**config.mk**
```make
export PLATFORM = sky130hd
export DESIGN_NAME = pcie_tx_scrambler_flat
export DESIGN_NICKNAME = d
export VERILOG_FILES = /design/src/rtl/pcie_tx_scrambler_if.sv /design/src/rtl/pcie_tx_scrambler.sv /design/src/flat_wrapper.sv
export SDC_FILE = /design/constraint.sdc
export NUM_CORES = 1
export LEC_CHECK = 0
export CORE_MARGIN = 3
export CORE_UTILIZATION = 40
export DETAILED_ROUTE_END_ITERATION = 16
export PLACE_DENSITY = 0.74
export SYNTH_ARGS = -nofsm -noshare
export SYNTH_HDL_FRONTEND = slang
export SYNTH_SLANG_ARGS = --single-unit
```
**constraint.sdc**
```tcl
create_clock -name clk_i -period 3.5 [get_ports clk_i]
set_input_delay 0.7 -clock clk_i [delete_from_list [all_inputs] [get_ports clk_i]]
set_output_delay 0.7 -clock clk_i [all_outputs]
set_load 0.05 [all_outputs]
```
**src/rtl/pcie_tx_scrambler_if.sv**
```systemverilog
// Symbol stream bundle for the PCIe transmit scrambler: upstream input side, downstream
// output side and the LFSR debug tap.
interface pcie_tx_scrambler_if;
    logic        in_valid_i;
    logic        in_ready_o;
    logic [7:0]  in_data_i;
    logic        in_k_i;
    logic        scr_disable_i;
    logic        out_valid_o;
    logic        out_ready_i;
    logic [7:0]  out_data_o;
    logic        out_k_o;
    logic [15:0] lfsr_o;

    modport slave (
        input  in_valid_i, in_data_i, in_k_i, scr_disable_i, out_ready_i,
        output in_ready_o, out_valid_o, out_data_o, out_k_o, lfsr_o
    );

    modport master (
        output in_valid_i, in_data_i, in_k_i, scr_disable_i, out_ready_i,
        input  in_ready_o, out_valid_o, out_data_o, out_k_o, lfsr_o
    );
endinterface

```
**src/rtl/pcie_tx_scrambler.sv**
```systemverilog
// Gen1/Gen2 PCIe transmit scrambler: Galois LFSR x^16+x^5+x^4+x^3+1, one symbol per cycle,
// output register plus one skid register.
module pcie_tx_scrambler #(
    parameter logic [15:0] SEED = 16'hFFFF
) (
    input logic                  clk_i,
    input logic                  rst_i,
    pcie_tx_scrambler_if.slave   bus
);

    localparam logic [7:0] ComByte = 8'hBC;
    localparam logic [7:0] SkpByte = 8'h1C;

    logic        or_valid_q, or_valid_d;
    logic [7:0]  or_data_q, or_data_d;
    logic        or_k_q, or_k_d;
    logic        sk_valid_q, sk_valid_d;
    logic [7:0]  sk_data_q, sk_data_d;
    logic        sk_k_q, sk_k_d;
    logic [15:0] lfsr_q, lfsr_d;
    logic        in_ready_q;

    logic        accept;
    logic        drain;
    logic        is_com;
    logic        is_skp;
    logic        scramble_en;
    logic [15:0] lfsr_step;
    logic [7:0]  sym_data;

    assign accept      = bus.in_valid_i && in_ready_q;
    assign drain       = or_valid_q && bus.out_ready_i;
    assign is_com      = bus.in_k_i && (bus.in_data_i == ComByte);
    assign is_skp      = bus.in_k_i && (bus.in_data_i == SkpByte);
    assign scramble_en = !bus.in_k_i && !bus.scr_disable_i;

    // Eight serial Galois steps unrolled; data bit i is XORed with the feedback of step i.
    always_comb begin
        lfsr_step = lfsr_q;
        sym_data  = bus.in_data_i;
        for (int i = 0; i < 8; i++) begin
            if (lfsr_step[15] && scramble_en) begin
                sym_data[i] = ~sym_data[i];
            end
            lfsr_step = {lfsr_step[14:0], 1'b0} ^ (lfsr_step[15] ? 16'h0039 : 16'h0000);
        end
    end

    always_comb begin
        lfsr_d = lfsr_q;
        if (accept) begin
            if (is_com) begin
                lfsr_d = SEED;
            end else if (!is_skp) begin
                lfsr_d = lfsr_step;
            end
        end
    end

    always_comb begin
        or_valid_d = or_valid_q;
        or_data_d  = or_data_q;
        or_k_d     = or_k_q;
        sk_valid_d = sk_valid_q;
        sk_data_d  = sk_data_q;
        sk_k_d     = sk_k_q;
        if (drain && sk_valid_q) begin
            // in_ready is low whenever SK is full, so no accept can collide here.
            or_data_d  = sk_data_q;
            or_k_d     = sk_k_q;
            sk_valid_d = 1'b0;
        end else if (drain || !or_valid_q) begin
            or_valid_d = accept;
            if (accept) begin
                or_data_d = sym_data;
                or_k_d    = bus.in_k_i;
            end
        end else if (accept) begin
            sk_valid_d = 1'b1;
            sk_data_d  = sym_data;
            sk_k_d     = bus.in_k_i;
        end
    end

    always_ff @(posedge clk_i) begin
        if (rst_i) begin
            or_valid_q <= 1'b0;
            or_data_q  <= 8'h00;
            or_k_q     <= 1'b0;
            sk_valid_q <= 1'b0;
            sk_data_q  <= 8'h00;
            sk_k_q     <= 1'b0;
            lfsr_q     <= SEED;
            in_ready_q <= 1'b0;
        end else begin
            or_valid_q <= or_valid_d;
            or_data_q  <= or_data_d;
            or_k_q     <= or_k_d;
            sk_valid_q <= sk_valid_d;
            sk_data_q  <= sk_data_d;
            sk_k_q     <= sk_k_d;
            lfsr_q     <= lfsr_d;
            in_ready_q <= !sk_valid_d;
        end
    end

    assign bus.in_ready_o  = in_ready_q;
    assign bus.out_valid_o = or_valid_q;
    assign bus.out_data_o  = or_data_q;
    assign bus.out_k_o     = or_k_q;
    assign bus.lfsr_o      = lfsr_q;

endmodule

```
**src/flat_wrapper.sv**
```systemverilog
// flat-port wrapper written by rule: the top's interface ports become plain ports
module pcie_tx_scrambler_flat 
#(
    parameter logic [15:0] SEED = 16'hFFFF
)
  (clk_i, rst_i, bus_in_valid_i, bus_in_data_i, bus_in_k_i, bus_scr_disable_i, bus_out_ready_i, bus_in_ready_o, bus_out_valid_o, bus_out_data_o, bus_out_k_o, bus_lfsr_o);
  pcie_tx_scrambler_if bus_i ();
  input logic clk_i;
  input logic rst_i;
  input wire logic [$bits(bus_i.in_valid_i)-1:0] bus_in_valid_i;
  input wire logic [$bits(bus_i.in_data_i)-1:0] bus_in_data_i;
  input wire logic [$bits(bus_i.in_k_i)-1:0] bus_in_k_i;
  input wire logic [$bits(bus_i.scr_disable_i)-1:0] bus_scr_disable_i;
  input wire logic [$bits(bus_i.out_ready_i)-1:0] bus_out_ready_i;
  output wire logic [$bits(bus_i.in_ready_o)-1:0] bus_in_ready_o;
  output wire logic [$bits(bus_i.out_valid_o)-1:0] bus_out_valid_o;
  output wire logic [$bits(bus_i.out_data_o)-1:0] bus_out_data_o;
  output wire logic [$bits(bus_i.out_k_o)-1:0] bus_out_k_o;
  output wire logic [$bits(bus_i.lfsr_o)-1:0] bus_lfsr_o;
  assign bus_i.in_valid_i = bus_in_valid_i;
  assign bus_i.in_data_i = bus_in_data_i;
  assign bus_i.in_k_i = bus_in_k_i;
  assign bus_i.scr_disable_i = bus_scr_disable_i;
  assign bus_i.out_ready_i = bus_out_ready_i;
  assign bus_in_ready_o = bus_i.in_ready_o;
  assign bus_out_valid_o = bus_i.out_valid_o;
  assign bus_out_data_o = bus_i.out_data_o;
  assign bus_out_k_o = bus_i.out_k_o;
  assign bus_lfsr_o = bus_i.lfsr_o;
  pcie_tx_scrambler #(.SEED(SEED)) u_core (.clk_i(clk_i), .rst_i(rst_i), .bus(bus_i));
endmodule
```
Word-level counts from Yosys, hierarchy flattened
Cells that the tools add are included.
W data, S select, Z words.

storage, ports and cells
  output and inout port bits = 27
  word-level logic and storage cells = 81
  bits in registers = 37

operators by class
  equal/unequal tests = 3
  reductions and logical operators = 25
  bitwise gates (word level) = 18
  mux-type cells = 27

operator list
  kind                  count
  $xor A16 B16 Y16      8
  $mux W6               8
  $mux W16              2
  $mux W8               3
  $logic_and A1 B1 Y1   14
  $mux W1               14
  $not A1 Y1            10
  $eq A8 B5 Y1 const B  1
  $eq A8 B8 Y1 const B  1
  $reduce_and A2 Y1     3
  $logic_not A1 Y1      4
  $reduce_bool A2 Y1    2
  $reduce_and A3 Y1     1
  $ne A2 B1 Y1 const B  1
  $logic_or A1 B1 Y1    1

Logic depth before layout (Yosys ltp)
  depth in word-level cells = 19
  depth in mapped cells = 6
  mapped depth without buffers = 4

Worst setup path after synthesis
OpenSTA, ideal clock, no wires.

  path kind = input to register
  start = in bus_in_data_i[1]
  end = reg u_core.lfsr_q[0], in the netlist u_core.bus.lfsr_o[0]
  arrival = 2127 ps
  buffers on the path = 1
  slack = 1258 ps
  setup time = 115 ps
  data required time = 3385 ps
  stages on the path = 5
  cells stage by stage = or4b_4 or2_1 clkbuf_2 or3_1 a31o_1

between the ends
  cells in the longest elaborated chain, start to end = 4
  elaborated cells between the ends (all ways) = 7
  classes of those cells = 3 x eq/ne; 1 x mux; 3 x reduce/logical

RTL lines
  element                                              line                                              RTL
  start: declaration                                   flat_wrapper.sv:11                                input wire logic [$bits(bus_i.in_data_i)-1:0] bus_in_data_i;
  $eq A8 B5 Y1 / $eq A8 B8 Y1 (equally long branches)  pcie_tx_scrambler.sv:34, pcie_tx_scrambler.sv:33
  $logic_and A1 B1 Y1, on equally long branches        pcie_tx_scrambler.sv:34, pcie_tx_scrambler.sv:33
  $ne A2 B1 Y1 (no line)                               --
  $reduce_and A2 Y1 (no line)                          --
  end signal: assignment                               pcie_tx_scrambler.sv:102                          lfsr_q <= lfsr_d;
  end: declaration                                     pcie_tx_scrambler.sv:20                           logic [15:0] lfsr_q, lfsr_d;

Several ways; a longest one is shown, not always the timed one.
A chain may end at the register's enable or synchronous reset.

Final worst setup path
  start = in bus_in_data_i[1]
  end = reg u_core.lfsr_q[6], in the netlist u_core.bus.lfsr_o[6]

Same word-level chain as after synthesis.

==> flow_summary.toml <==
[synthesis]
yosys_warnings = 0
sequential_fraction_of_the_synthesis_area_pct = 40.30
postSynth.asyncResetShare_pct = 0
synth_edf_count = 0
synth_cell_type_count = 30
synth.ff_latch_count = 37
synthesis.nets = 206
synth_top_area_share_pct = 40.30
synth_cells = 192
synth.cell_area_mm2 = 0.001838
post_synth.cell_area_avg_um2 = 9.573
dominantRegCellSynth = "sky130_fd_sc_hd__dfxtp_1"
synth.largest_area_cell = "sky130_fd_sc_hd__dfxtp_1"
post_synth_main_area_contributors = "sky130_fd_sc_hd__dfxtp_1 (40%), sky130_fd_sc_hd__mux2i_1 (9.8%), sky130_fd_sc_hd__xor2_1 (8.1%)"

[critical_path]
cp.required_ns = 3.74
startpoint = "bus_in_data_i[1]"
launch_point_of_the_worst_reg_to_reg_path = "u_core.bus.in_ready_o"
worstSetupStartpointType = "input port"
rr_worst_depth = 4
worst-endpoint-arrival_ns = 2.67
critPathCaptureType = "flop"
path_class = "in -> reg"
critPathMaxFanout = 10

[layout]
ant_diodes = 0
most_frequent_cells_in_the_layout = "sky130_fd_sc_hd__clkdlybuf4s50_1 (40), sky130_fd_sc_hd__dfxtp_1 (37), sky130_fd_sc_hd__mux2i_1 (18)"
area_growth_from_synthesis_to_layout_pct = 28.25
fillers = 415
final_common_cell = "sky130_fd_sc_hd__clkdlybuf4s50_1"
finish.net_count = 239
post_route_cells_drive_above_1_share_pct = 6.195
final_core_utilization_pct = 53.77

[floorplanning]
fp.dieArea_mm2 = 0.005444
core_box_area_mm2 = 0.004384
fp.dieH_um = 73.79
die_w_um = 73.79
initial_core_utilization_pct = 41.92
pin_count = 41
placement_rows = 24

[timing]
report.final.slew_viol_count = 0
finalSetupViolCount = 0
worst-slew-pin-transition_ns = 0.7405
finalCritPeriodShare_pct = 69.68
clock.fmax_ghz = 0.4100
grt_setup_unrepaired = "false"
finalHoldViolCount = 0
finalCriticalPeriod_ns = 2.439
clock_skew_ns = 0.006160
timing.slew.headroom_pct = 50.55
setup_tns_ns = 0

[clock_tree]
clock_path_buffers = 2
root_buffer = "sky130_fd_sc_hd__clkbuf_8"
worst_skew_pair.late_latency_ns = 0.30
cts-resized-gates = 0
htree_levels = 2
clock_transition_at_path_regs_ns = 0.07
post_cts_hold_buffer_count = 0
tritoncts.num_buffers = 5
clkSinkCount = 37
cts_setup_buffers = 0
cts_tree = "done"

[job]
maxCapViolCount = 0

[global_routing]
wire_length_of_the_first_global_routing_pass_um = 6893
antenna_violations_before_repair = 0
grtUsageTotal_pct = 16.52
grt_pass1_vias = 1446
grt_remaining_overflow = 0
grt_max_degree = 32

[status]
outcome = "completed"

[routing]
ant_nets = 0
dr_total_vias = 1456
drtIter0Drc = 79
average_vias_per_placed_instance = 5.237
wire_per_inst_um = 14.70
detail_route.drc_violations = 0
drt_first_pass_iters = 4
route.final.wire_length_um = 4086

[power]
power.static_leakage_nw = 0.8797
switchingPower_mw = 0.3097
ir_worst_vdd_v = 0.0002181
p_sw_share_pct = 30.22
internal-power_mw = 0.7153
clock_power_share_pct = 32.3
seq_power_share_pct = 45.3
combinationalPowerShare_pct = 22.4
power-per-cell-area_mw_per_mm2 = 434.8

[min_path]
whs_path_depth = 1
worst_hold_startpoint = "u_core.bus.out_data_o[2]"
hold_path.class = "reg -> reg"

[placed_design]
finalWeightedCongestion = 0.7211
port-buffer-count = 40
dp_hpwl_um = 2912
-- logic make-up (layout without fill, tap and decap cells) --
group	count (synthesis)	count (layout)	share of synthesized area, %
buf+inv	17	51	3.608
flops	37	37	40.30
xor+xnor	30	30	14.30
mux	18	18	9.802
simple gates	56	56	17.77
compound gates	34	34	14.23
-- through the flow --
stage               hold slack, ns  power [mW]  setup WS, ns  cells  cell area (um^2)
global route                0.4900       1.067        0.9747    278              2357
CTS                         0.4745       1.035         1.056    278              2357
floorplan                   0.4596      0.6309         1.258    192              1838
finish                      0.4663       1.025         1.061    278              2357
global placement            0.4507      0.7023        0.7917    270              2256
detailed placement          0.4472      0.7053        0.7514    270              2256
-- layout make-up --
| cell class | instances | area (um^2) | area share, % |
|---|---|---|---|
| Multi-Input combinational cell | 138 | 1031 | 43.74 |
| Sequential cell | 37 | 740.7 | 31.42 |
| Timing Repair Buffer | 42 | 415.4 | 17.62 |
| Clock buffer | 7 | 96.34 | 4.087 |
| Tap cell | 52 | 65.06 | 2.760 |
| Clock inverter | 1 | 5.005 | 0.2123 |
| Inverter | 1 | 3.754 | 0.1592 |
-- registers in the layout (all words and copies together), names as in the netlist --
signal / count
u_core.bus.lfsr_o: 16
u_core.bus.out_data_o: 8
u_core.sk_data_q: 8
u_core.bus.in_ready_o: 1
u_core.bus.out_k_o: 1
u_core.bus.out_valid_o: 1
u_core.sk_k_q: 1
u_core.sk_valid_q: 1
-- critical path, stage by stage --
cell                              delay (ns)
sky130_fd_sc_hd__clkdlybuf4s50_1        0.44
sky130_fd_sc_hd__or4b_4                 0.58
sky130_fd_sc_hd__o311ai_2               0.70
sky130_fd_sc_hd__o22ai_1                0.14
sky130_fd_sc_hd__nand2b_1               0.11
-- routing by layer --
metal | global-route usage (%) | part of all wire [%] | routed length (um) | vias up
met1 | 22.77 | 49 | 1986 | 673
met5 | 0 | 0 | 0 | -
met4 | 7.243 | 2.6 | 107 | 0
li1 | - | - | - | 734
met2 | 24.51 | 44 | 1817 | 38
met3 | 3.694 | 4.3 | 174 | 11
-- worst paths after layout --
kind / to / slack (ns)
hold reg to reg: u_core.bus.out_data_o[2] / 0.47
setup reg to reg: u_core.bus.out_data_o[3] / 1.80
setup / recovery: u_core.bus.lfsr_o[6] / 1.06
hold / removal: u_core.bus.out_data_o[2] / 0.47
-- power groups by stage --
stage	registers (mW)	clock network, mW	logic [mW]
finish	0.465	0.331	0.230
global route	0.468	0.353	0.246
global placement	0.474	0	0.228
floorplan	0.533	0	0.0979
CTS	0.465	0.339	0.231
detailed placement	0.475	0	0.230
-- Yosys cell counts (2+ instances only) --
| master | instances |
|---|---|
| sky130_fd_sc_hd__a31o_1 | 3 |
| sky130_fd_sc_hd__clkbuf_1 | 13 |
| sky130_fd_sc_hd__clkbuf_2 | 2 |
| sky130_fd_sc_hd__dfxtp_1 | 37 |
| sky130_fd_sc_hd__mux2i_1 | 18 |
| sky130_fd_sc_hd__nand2_1 | 2 |
| sky130_fd_sc_hd__nand2b_1 | 17 |
| sky130_fd_sc_hd__nand3_1 | 2 |
| sky130_fd_sc_hd__nor2_1 | 12 |
| sky130_fd_sc_hd__nor3_1 | 4 |
| sky130_fd_sc_hd__nor3b_1 | 9 |
| sky130_fd_sc_hd__o21ai_0 | 2 |
| sky130_fd_sc_hd__o21bai_1 | 3 |
| sky130_fd_sc_hd__o22ai_1 | 10 |
| sky130_fd_sc_hd__o2bb2ai_1 | 8 |
| sky130_fd_sc_hd__o31ai_1 | 3 |
| sky130_fd_sc_hd__or3_1 | 6 |
| sky130_fd_sc_hd__xnor2_1 | 13 |
| sky130_fd_sc_hd__xor2_1 | 17 |
Power figures use the tool's default switching activity.
